**src/rtl/mips_ctrl_pkg.sv**
```systemverilog
// Shared encodings for the multicycle MIPS controller: states, opcodes, functs, ALU codes.
// Pure definitions; no latency or flow control of its own.
package mips_ctrl_pkg;

    localparam logic [3:0] S_FETCH    = 4'd0;
    localparam logic [3:0] S_DECODE   = 4'd1;
    localparam logic [3:0] S_MEMADR   = 4'd2;
    localparam logic [3:0] S_MEMRD    = 4'd3;
    localparam logic [3:0] S_MEMWB    = 4'd4;
    localparam logic [3:0] S_MEMWR    = 4'd5;
    localparam logic [3:0] S_EXECUTE  = 4'd6;
    localparam logic [3:0] S_ALUWB    = 4'd7;
    localparam logic [3:0] S_BRANCH   = 4'd8;
    localparam logic [3:0] S_ADDIEXEC = 4'd9;
    localparam logic [3:0] S_ADDIWB   = 4'd10;
    localparam logic [3:0] S_JUMP     = 4'd11;

    localparam logic [5:0] OP_RTYPE = 6'b000000;
    localparam logic [5:0] OP_LW    = 6'b100011;
    localparam logic [5:0] OP_SW    = 6'b101011;
    localparam logic [5:0] OP_BEQ   = 6'b000100;
    localparam logic [5:0] OP_ADDI  = 6'b001000;
    localparam logic [5:0] OP_J     = 6'b000010;

    localparam logic [5:0] FN_ADD = 6'b100000;
    localparam logic [5:0] FN_SUB = 6'b100010;
    localparam logic [5:0] FN_AND = 6'b100100;
    localparam logic [5:0] FN_OR  = 6'b100101;
    localparam logic [5:0] FN_SLT = 6'b101010;

    localparam logic [1:0] ALUOP_ADD   = 2'b00;
    localparam logic [1:0] ALUOP_SUB   = 2'b01;
    localparam logic [1:0] ALUOP_FUNCT = 2'b10;

    localparam logic [2:0] ALU_ADD = 3'b010;
    localparam logic [2:0] ALU_SUB = 3'b110;
    localparam logic [2:0] ALU_AND = 3'b000;
    localparam logic [2:0] ALU_OR  = 3'b001;
    localparam logic [2:0] ALU_SLT = 3'b111;

    typedef struct packed {
        logic       irwrite;
        logic       pcwrite;
        logic       iord;
        logic       memwrite;
        logic       regwrite;
        logic       regdst;
        logic       memtoreg;
        logic       alusrca;
        logic [1:0] alusrcb;
        logic [1:0] pcsrc;
        logic [1:0] aluop;
        logic       branch;
    } ctrl_t;

endpackage

```
**src/rtl/mips_multicycle_ctrl_if.sv**
```systemverilog
// Controller <-> datapath bundle: instruction fields and zero in, enables and selects out.
// Purely combinational wiring; no flow control.
interface mips_ctrl_if;
    logic [5:0] op;
    logic [5:0] funct;
    logic       zero;
    logic       pcen;
    logic       irwrite;
    logic       iord;
    logic       memwrite;
    logic       regwrite;
    logic       regdst;
    logic       memtoreg;
    logic       alusrca;
    logic [1:0] alusrcb;
    logic [1:0] pcsrc;
    logic [2:0] alucontrol;
    logic [3:0] state;

    modport master (
        input  op, funct, zero,
        output pcen, irwrite, iord, memwrite, regwrite, regdst, memtoreg,
               alusrca, alusrcb, pcsrc, alucontrol, state
    );

    modport slave (
        output op, funct, zero,
        input  pcen, irwrite, iord, memwrite, regwrite, regdst, memtoreg,
               alusrca, alusrcb, pcsrc, alucontrol, state
    );
endinterface

```
**src/rtl/mips_aludec.sv**
```systemverilog
// ALU decoder: aluop/funct to alucontrol.
// Latency: combinational; no backpressure.
module mips_aludec
    import mips_ctrl_pkg::*;
(
    input  logic [1:0] aluop,
    input  logic [5:0] funct,
    output logic [2:0] alucontrol
);

    always_comb begin
        alucontrol = ALU_ADD;
        case (aluop)
            ALUOP_SUB:   alucontrol = ALU_SUB;
            ALUOP_FUNCT: begin
                case (funct)
                    FN_SUB:  alucontrol = ALU_SUB;
                    FN_AND:  alucontrol = ALU_AND;
                    FN_OR:   alucontrol = ALU_OR;
                    FN_SLT:  alucontrol = ALU_SLT;
                    default: alucontrol = ALU_ADD;
                endcase
            end
            default:     alucontrol = ALU_ADD;
        endcase
    end

endmodule

```
**src/rtl/mips_multicycle_ctrl.sv**
```systemverilog
// Multicycle MIPS control: Moore FSM, per-state enables, ALU decode, PC enable.
// Latency: one state per clk (lw 5, sw/R/addi 4, beq/j 3, unknown 2); no backpressure.
module mips_multicycle_ctrl
    import mips_ctrl_pkg::*;
(
    input  logic       clk,
    input  logic       reset,
    mips_ctrl_if.master bus
);

    logic [3:0] state_q;
    logic [3:0] state_d;
    ctrl_t      c;

    always_ff @(posedge clk or posedge reset) begin
        if (reset) state_q <= S_FETCH;
        else       state_q <= state_d;
    end

    always_comb begin
        state_d = S_FETCH;
        case (state_q)
            S_FETCH:    state_d = S_DECODE;
            S_DECODE: begin
                case (bus.op)
                    OP_LW, OP_SW: state_d = S_MEMADR;
                    OP_RTYPE:     state_d = S_EXECUTE;
                    OP_BEQ:       state_d = S_BRANCH;
                    OP_ADDI:      state_d = S_ADDIEXEC;
                    OP_J:         state_d = S_JUMP;
                    default:      state_d = S_FETCH;
                endcase
            end
            S_MEMADR:   state_d = (bus.op == OP_LW) ? S_MEMRD : S_MEMWR;
            S_MEMRD:    state_d = S_MEMWB;
            S_EXECUTE:  state_d = S_ALUWB;
            S_ADDIEXEC: state_d = S_ADDIWB;
            default:    state_d = S_FETCH;
        endcase
    end

    // Unused encodings fall through to the all-zero default.
    always_comb begin
        c = '0;
        case (state_q)
            S_FETCH:    begin c.irwrite = 1'b1; c.pcwrite = 1'b1; c.alusrcb = 2'b01; end
            S_DECODE:   c.alusrcb = 2'b11;
            S_MEMADR:   begin c.alusrca = 1'b1; c.alusrcb = 2'b10; end
            S_MEMRD:    c.iord = 1'b1;
            S_MEMWB:    begin c.regwrite = 1'b1; c.memtoreg = 1'b1; end
            S_MEMWR:    begin c.iord = 1'b1; c.memwrite = 1'b1; end
            S_EXECUTE:  begin c.alusrca = 1'b1; c.aluop = ALUOP_FUNCT; end
            S_ALUWB:    begin c.regwrite = 1'b1; c.regdst = 1'b1; end
            S_BRANCH: begin
                c.alusrca = 1'b1;
                c.aluop   = ALUOP_SUB;
                c.pcsrc   = 2'b01;
                c.branch  = 1'b1;
            end
            S_ADDIEXEC: begin c.alusrca = 1'b1; c.alusrcb = 2'b10; end
            S_ADDIWB:   c.regwrite = 1'b1;
            S_JUMP:     begin c.pcsrc = 2'b10; c.pcwrite = 1'b1; end
            default:    c = '0;
        endcase
    end

    mips_aludec u_aludec (
        .aluop      (c.aluop),
        .funct      (bus.funct),
        .alucontrol (bus.alucontrol)
    );

    // Write enables are gated by reset directly so nothing pulses before the state clears.
    assign bus.pcen     = ~reset & (c.pcwrite | (c.branch & bus.zero));
    assign bus.irwrite  = ~reset & c.irwrite;
    assign bus.memwrite = ~reset & c.memwrite;
    assign bus.regwrite = ~reset & c.regwrite;
    assign bus.iord     = c.iord;
    assign bus.regdst   = c.regdst;
    assign bus.memtoreg = c.memtoreg;
    assign bus.alusrca  = c.alusrca;
    assign bus.alusrcb  = c.alusrcb;
    assign bus.pcsrc    = c.pcsrc;
    assign bus.state    = state_q;

endmodule

```
**src/flat_wrapper.sv**
```systemverilog
// flat-port wrapper written by rule: the top's interface ports become plain ports
module mips_multicycle_ctrl_flat import mips_ctrl_pkg::*;
  (clk, reset, bus_op, bus_funct, bus_zero, bus_pcen, bus_irwrite, bus_iord, bus_memwrite, bus_regwrite, bus_regdst, bus_memtoreg, bus_alusrca, bus_alusrcb, bus_pcsrc, bus_alucontrol, bus_state);
  mips_ctrl_if bus_i ();
  input  logic clk;
  input  logic reset;
  input wire logic [$bits(bus_i.op)-1:0] bus_op;
  input wire logic [$bits(bus_i.funct)-1:0] bus_funct;
  input wire logic [$bits(bus_i.zero)-1:0] bus_zero;
  output wire logic [$bits(bus_i.pcen)-1:0] bus_pcen;
  output wire logic [$bits(bus_i.irwrite)-1:0] bus_irwrite;
  output wire logic [$bits(bus_i.iord)-1:0] bus_iord;
  output wire logic [$bits(bus_i.memwrite)-1:0] bus_memwrite;
  output wire logic [$bits(bus_i.regwrite)-1:0] bus_regwrite;
  output wire logic [$bits(bus_i.regdst)-1:0] bus_regdst;
  output wire logic [$bits(bus_i.memtoreg)-1:0] bus_memtoreg;
  output wire logic [$bits(bus_i.alusrca)-1:0] bus_alusrca;
  output wire logic [$bits(bus_i.alusrcb)-1:0] bus_alusrcb;
  output wire logic [$bits(bus_i.pcsrc)-1:0] bus_pcsrc;
  output wire logic [$bits(bus_i.alucontrol)-1:0] bus_alucontrol;
  output wire logic [$bits(bus_i.state)-1:0] bus_state;
  assign bus_i.op = bus_op;
  assign bus_i.funct = bus_funct;
  assign bus_i.zero = bus_zero;
  assign bus_pcen = bus_i.pcen;
  assign bus_irwrite = bus_i.irwrite;
  assign bus_iord = bus_i.iord;
  assign bus_memwrite = bus_i.memwrite;
  assign bus_regwrite = bus_i.regwrite;
  assign bus_regdst = bus_i.regdst;
  assign bus_memtoreg = bus_i.memtoreg;
  assign bus_alusrca = bus_i.alusrca;
  assign bus_alusrcb = bus_i.alusrcb;
  assign bus_pcsrc = bus_i.pcsrc;
  assign bus_alucontrol = bus_i.alucontrol;
  assign bus_state = bus_i.state;
  mips_multicycle_ctrl u_core (.clk(clk), .reset(reset), .bus(bus_i));
endmodule
```
**config.mk**
```make
export PLATFORM = sky130hd
export DESIGN_NAME = mips_multicycle_ctrl_flat
export DESIGN_NICKNAME = d
export VERILOG_FILES = /design/src/rtl/mips_ctrl_pkg.sv /design/src/rtl/mips_multicycle_ctrl_if.sv /design/src/rtl/mips_aludec.sv /design/src/rtl/mips_multicycle_ctrl.sv /design/src/flat_wrapper.sv
export SDC_FILE = /design/constraint.sdc
export NUM_CORES = 1
export LEC_CHECK = 0
export ABC_AREA = 0
export BUFFER_PORTS_ARGS = -buffer_cell sky130_fd_sc_hd__buf_2
export CORE_AREA = 2 2 40 42
export CTS_CLUSTER_SIZE = 40
export DETAILED_ROUTE_END_ITERATION = 10
export DIE_AREA = 0 0 42 44
export PLACE_DENSITY = 0.73
export RECOVER_POWER = 50
export SYNTH_ARGS = -nofsm -noshare
export SYNTH_HDL_FRONTEND = slang
export SYNTH_SLANG_ARGS = --single-unit
```
**constraint.sdc**
```tcl
create_clock -name clk -period 2.4 [get_ports clk]
set_input_delay 0.36 -clock clk [delete_from_list [all_inputs] [get_ports clk]]
set_output_delay 0.36 -clock clk [all_outputs]
set_load 0.01 [all_outputs]
```
# After elaboration in Yosys (flattened, before gate mapping)
# Cells that the tools add are included.
# totals
ff_bits	4
latch_bits	0
mem_bits_rw	0
romBits	0
input_bits	15
output_inout_bits	19
elab_cells	55
mem_count	0
# op_classes
n_addsub	0
multipliers	0
div	0
n_lt_le_gt_ge	0
n_eq_ne	22
shift	0
mux	17
bitwise_logic	7
n_reduce_logical	8
# ops
operator	count
$eq A6 B6 Y1 const B	6
$pmux W4 S6	1
$pmux W4 S5	1
$eq A4 B3 Y1 const B	4
$eq A4 B4 Y1 const B	4
$pmux W3 S4	1
$mux W1	9
$eq A4 B2 Y1 const B	2
$pmux W2 S2	2
$reduce_or A2 Y1	4
$eq A6 B2 Y1 const B	1
$eq A6 B3 Y1 const B	1
$eq A6 B4 Y1 const B	1
$logic_not A6 Y1	1
$pmux W2 S3	1
$pmux W3 S2	1
$and A1 B1 Y1	5
$eq A4 B1 Y1 const B	1
$logic_not A4 Y1	1
$reduce_or A4 Y1	1
$mux W3	1
$reduce_or A3 Y1	1
$eq A2 B1 Y1 const B	1
$eq A2 B2 Y1 const B	1
other kinds (2)	2

# Longest topological paths before layout
# depth
word_depth	5
ltp_mapped	7
mapped_depth_nobuf	6

# Modules after synthesis
# From an unflattened synthesis, not the netlist that was laid out.
# hier_totals
cells_unflattened	84
hier_area_um2	643.1
# modules_own_cells
module	instances	cells_per_inst	area_each_um2	seq_area_each_um2
mips_multicycle_ctrl	1	69	524.3	100.1
mips_aludec	1	15	118.9	0.0

# Least setup slack after synthesis
# No wires, ideal clock.
# synth_path
kind	reg-to-output
startpoint	register u_core.state_q[2] (netlist: u_core.bus.state[2])
endpoint	output bus_alucontrol[0]
arrival_ns	1.676
required_ns	2.040
slack_ns	0.364
path_stages_with_launch	6
path_buffers	1
cell_sequence	dfrtp_1 buf_6 nand2b_1 or3_1 ha_1 nor3_1
# synth_via
elab_chain_cells	4
elab_cells_between_ends	6
classes_between	eq/ne (4); mux (2)
# synth_lines
element	line_no	source
start: declaration	mips_multicycle_ctrl.sv:11	logic [3:0] state_q;
start signal: assignment	mips_multicycle_ctrl.sv:17	else state_q <= state_d;
$eq A4 B4 Y1 or $eq A4 B3 Y1 (tied branches)	mips_multicycle_ctrl.sv:45	case (state_q)
$pmux W2 S2 *	mips_multicycle_ctrl.sv:45	
$eq A2 B2 Y1 or $eq A2 B1 Y1 (tied branches)	mips_aludec.sv:13	case (aluop)
$pmux W3 S2 *	mips_aludec.sv:13	
end: declaration	flat_wrapper.sv:20	output wire logic [$bits(bus_i.alucontrol)-1:0] bus_alucontrol;
# Mark *: on every way between the ends. The rest lies on a longest branch, timed or not.

# Worst setup path after layout
# layout_path
startpoint	register u_core.state_q[3] (netlist: u_core.bus.state[3])
endpoint	output bus_alucontrol[1]
# The elaborated chain is that of the path after synthesis.

==> summary.txt <==
===============================================================================
Clock tree skew after final layout                                      8.43 ps
Reg2Reg Depth                                                                 4
Max reg flops                                                                 4
Relative slew slack                                                       67.4%
Clock root buffer                                                  sky130_fd_sc_hd__clkbuf_4
Detailed-router iteration count before antenna repair                         4
Upper clock frequency limit                                           0.440 GHz
Layout area overhead                                                      33.6%
Ratio of routed vias to standard cells                                     5.40
Type of origin of the critical path                                        flop
Internal power consumption                                               250 uW
WS Path Type                                                       flop to output pin
GR Overflow Total                                                             0
Global Route Usage Sum                                                    15.7%
Worst setup slack for register-to-register paths                         710 ps
Number of setup buffers added after CTS                                       0
IR Drop Worst-Case VDD                                                 0.358 mV
Post-synthesis sequential area ratio                                      18.6%
Number of warning messages in the yosys log                                   0
CTS buffer count                                                              3
Leakage power of the design                                         0.000346 uW
Crit path arrival time                                                  1910 ps
Setup TNS after final layout                                               0 ps
Required time at the worst-slack endpoint                               2040 ps
Capture point of the worst reg-to-reg path                         u_core.bus.state[2]$_DFF_PP0_
Final WL                                                                1.37 mm
Antenna-violating nets left                                                   0
Combinational Power Share                                                 59.0%
Inst Count DP                                                               121
Share of total power in the clock network                                 18.3%
Starting Density                                                          37.8%
Met2 routing resource usage after global routing                          27.8%
HPWL Detailed                                                           1.12 mm
Count of input and output buffers                                            33
Horizontal die dimension                                                  42 um
Number of buffers on the longest clock path                                   2
RSZ-0062 raised after global routing                                         no
Via count                                                                   669
Biggest fanout along the worst timing path                                   12
Synthesized Nets                                                             92
Final Cycle Share                                                         94.6%
Global routing met1 resource utilization                                  21.2%
Vert. Die Dim                                                             44 um
Residual DRC                                                                  0
Number of global-route vias before repair                                   569
Layout Nets                                                                 127
Max-cap violations                                                            0
GPL Wtd Cong                                                              0.831
Net switching power                                                      215 uW
CTS tree                                                                    yes
Post-Syn Instances                                                           75
Die area                                                           0.00185 mm^2
Post-synthesis register bit count                                             4
Total of fill cells in the finished design                                  149
Final critical-path required period                                     2270 ps
Power per standard cell area                                        649 mW/mm^2
Cts-stage hold buffer count                                                   0
Relative contribution of sequential cells to total power                  22.7%
Max-slew violation count                                                      0
Met3 Resource Use GR                                                      1.67%
CP Capture Type                                                      output pin
Final Hold Fails                                                              0
Most frequent cells in the layout                                  sky130_fd_sc_hd__buf_2 (29), sky130_fd_sc_hd__nor2_1 (7), sky130_fd_sc_hd__nor3_1 (6)
Leading cell type in the layout, fill and taps excluded            sky130_fd_sc_hd__buf_2
Netlist cell types                                                           32
Top Ports                                                                    34
Total of endpoints with negative setup slack in the final report              0
Wire length of the first global-routing pass                            2.38 mm
Initial antenna violation count                                               0
H-tree levels                                                                 1
Share of cells above drive strength 1                                     32.4%
Worst reg2reg path startpoint                                      u_core.bus.state[0]$_DFF_PP0_
Synthesized area per cell                                             7.16 um^2
Switching Fraction                                                        46.3%
Clock-pin slew on the worst setup and hold paths                          40 ps
Top Usage Layer GRT                                                        met2
Non-filler instance count after layout                                      124
Worst slew pin tran                                                      490 ps
Mean routed wirelength per cell                                         11.1 um
Post-synthesis cell area                                               537 um^2
Floorplan core area                                                0.00142 mm^2
Insertion delay to the later sink of the worst-skew pair                 230 ps
DRC violation total after the first TritonRoute iteration                    11
Maximum number of pins on one net before global-route repair                 18
Std-Cell Rows                                                                14
# diodes                                                                      0
Clock tree sinks                                                              4
Type of the tightest min-delay check                               primary input to async pin
Result of the run                                                  complete, no violations
===============================================================================
[cell type report]
| type | instances | area [um^2] | share of cell area [%] |
|---|---|---|---|
| clock buffers | 3 | 22.5 | 3.14 |
| inverters | 5 | 18.8 | 2.62 |
| multi-input cells | 61 | 382 | 53.2 |
| flip-flops and latches | 4 | 103 | 14.3 |
| well taps | 16 | 20.0 | 2.79 |
| repair buffers | 35 | 171 | 23.9 |
[cell usage after synthesis]
master / number / area share (%)
sky130_fd_sc_hd__buf_6: 1 / 2.1
sky130_fd_sc_hd__a211oi_1: 1 / 1.4
sky130_fd_sc_hd__nor4b_1: 1 / 1.6
sky130_fd_sc_hd__nand3_1: 5 / 4.7
sky130_fd_sc_hd__a211o_1: 1 / 1.6
sky130_fd_sc_hd__a21o_1: 1 / 1.4
sky130_fd_sc_hd__dfrtp_1: 4 / 19
sky130_fd_sc_hd__or4_1: 1 / 1.4
sky130_fd_sc_hd__or3_1: 3 / 3.5
sky130_fd_sc_hd__or4b_1: 1 / 1.9
sky130_fd_sc_hd__nor3b_1: 4 / 5.6
sky130_fd_sc_hd__o221ai_1: 1 / 1.6
sky130_fd_sc_hd__buf_2: 4 / 3.7
sky130_fd_sc_hd__nor2_1: 7 / 4.9
sky130_fd_sc_hd__and3b_1: 1 / 1.6
sky130_fd_sc_hd__and3_1: 2 / 2.3
sky130_fd_sc_hd__o211ai_1: 1 / 1.4
sky130_fd_sc_hd__nor2b_1: 1 / 1.2
sky130_fd_sc_hd__a221oi_1: 1 / 1.6
sky130_fd_sc_hd__nand4_1: 1 / 1.2
sky130_fd_sc_hd__ha_1: 2 / 4.7
sky130_fd_sc_hd__nand2b_1: 2 / 2.3
sky130_fd_sc_hd__o211ai_2: 1 / 2.3
sky130_fd_sc_hd__a311oi_1: 1 / 1.6
sky130_fd_sc_hd__nand2_1: 5 / 3.5
sky130_fd_sc_hd__nor3_1: 6 / 5.6
sky130_fd_sc_hd__a31oi_1: 1 / 1.2
sky130_fd_sc_hd__a21oi_1: 3 / 2.8
sky130_fd_sc_hd__a22oi_1: 1 / 1.4
sky130_fd_sc_hd__xor2_1: 3 / 4.9
sky130_fd_sc_hd__inv_1: 5 / 3.5
sky130_fd_sc_hd__o21ai_0: 3 / 2.8
[critical path, cell delays in order, from the launching register on]
cell and delay, ps:
sky130_fd_sc_hd__dfrtp_2 460, sky130_fd_sc_hd__inv_1 170, sky130_fd_sc_hd__nand2_1 120, sky130_fd_sc_hd__or3_1 320
sky130_fd_sc_hd__ha_1 200, sky130_fd_sc_hd__a211o_1 270, sky130_fd_sc_hd__buf_2 140
[what timing repair did]
| action | in CTS | in global routing |
|---|---|---|
| endpoints found under the hold margin | 0 | 0 |
| gates resized for setup | 0 | 2 |
| endpoints found under the setup margin | 0 | 2 |
[metrics by stage]
stage / utilization, % / worst slack (ps) / hold WS (ps) / area, um^2 / power, uW
3_5_place_dp: 49.7 / 327 / 295 / 706 / 395
2_1_floorplan: - / 364 / 126 / 537 / 296
4_1_cts: 51.3 / 75.7 / 44.8 / 728 / 481
6_report: 50.5 / 129 / 72.0 / 717 / 465
5_1_grt: 50.5 / 10.4 / 88.5 / 717 / 511
3_3_place_gp: 49.7 / 374 / 293 / 706 / 395
[worst max-delay path by stage]
stage,end,slack [ps],from
5_1_grt,bus_alucontrol[1],10,u_core.bus.state[3]$_DFF_PP0_
6_report,bus_alucontrol[1],130,u_core.bus.state[3]$_DFF_PP0_
3_3_place_gp,bus_alucontrol[1],370,u_core.bus.state[3]$_DFF_PP0_
3_5_place_dp,bus_alucontrol[1],330,u_core.bus.state[3]$_DFF_PP0_
2_1_floorplan,bus_alucontrol[0],360,u_core.bus.state[2]$_DFF_PP0_
4_1_cts,bus_alucontrol[1],80,u_core.bus.state[3]$_DFF_PP0_
[logic make-up after synthesis]
kind of cell / synth area share (%)
and+or+nand+nor: 41.3
AOI/OAI and AO/OA: 21.2
buffers and inverters: 9.32
DFF: 18.6
xor gates and xnor gates: 4.90
adders and majority gates: 4.66
[power groups by stage]
stage,Combinational [uW],Clock [uW],Sequential (uW)
6_report,275,85.1,106
5_1_grt,306,93.5,111
4_1_cts,288,88.1,104
3_5_place_dp,290,0,105
3_3_place_gp,290,0,105
2_1_floorplan,189,0,107
[metal layers]
metal  vias to the layer above  share of wire (%)  wire length, um
met4                         0                  0                0
met5                         -                  0                0
li1                        346                  -                -
met3                         0                6.3               87
met2                        23                 49              667
met1                       300                 45              618
No activity file was read; power rests on OpenSTA's default activity.
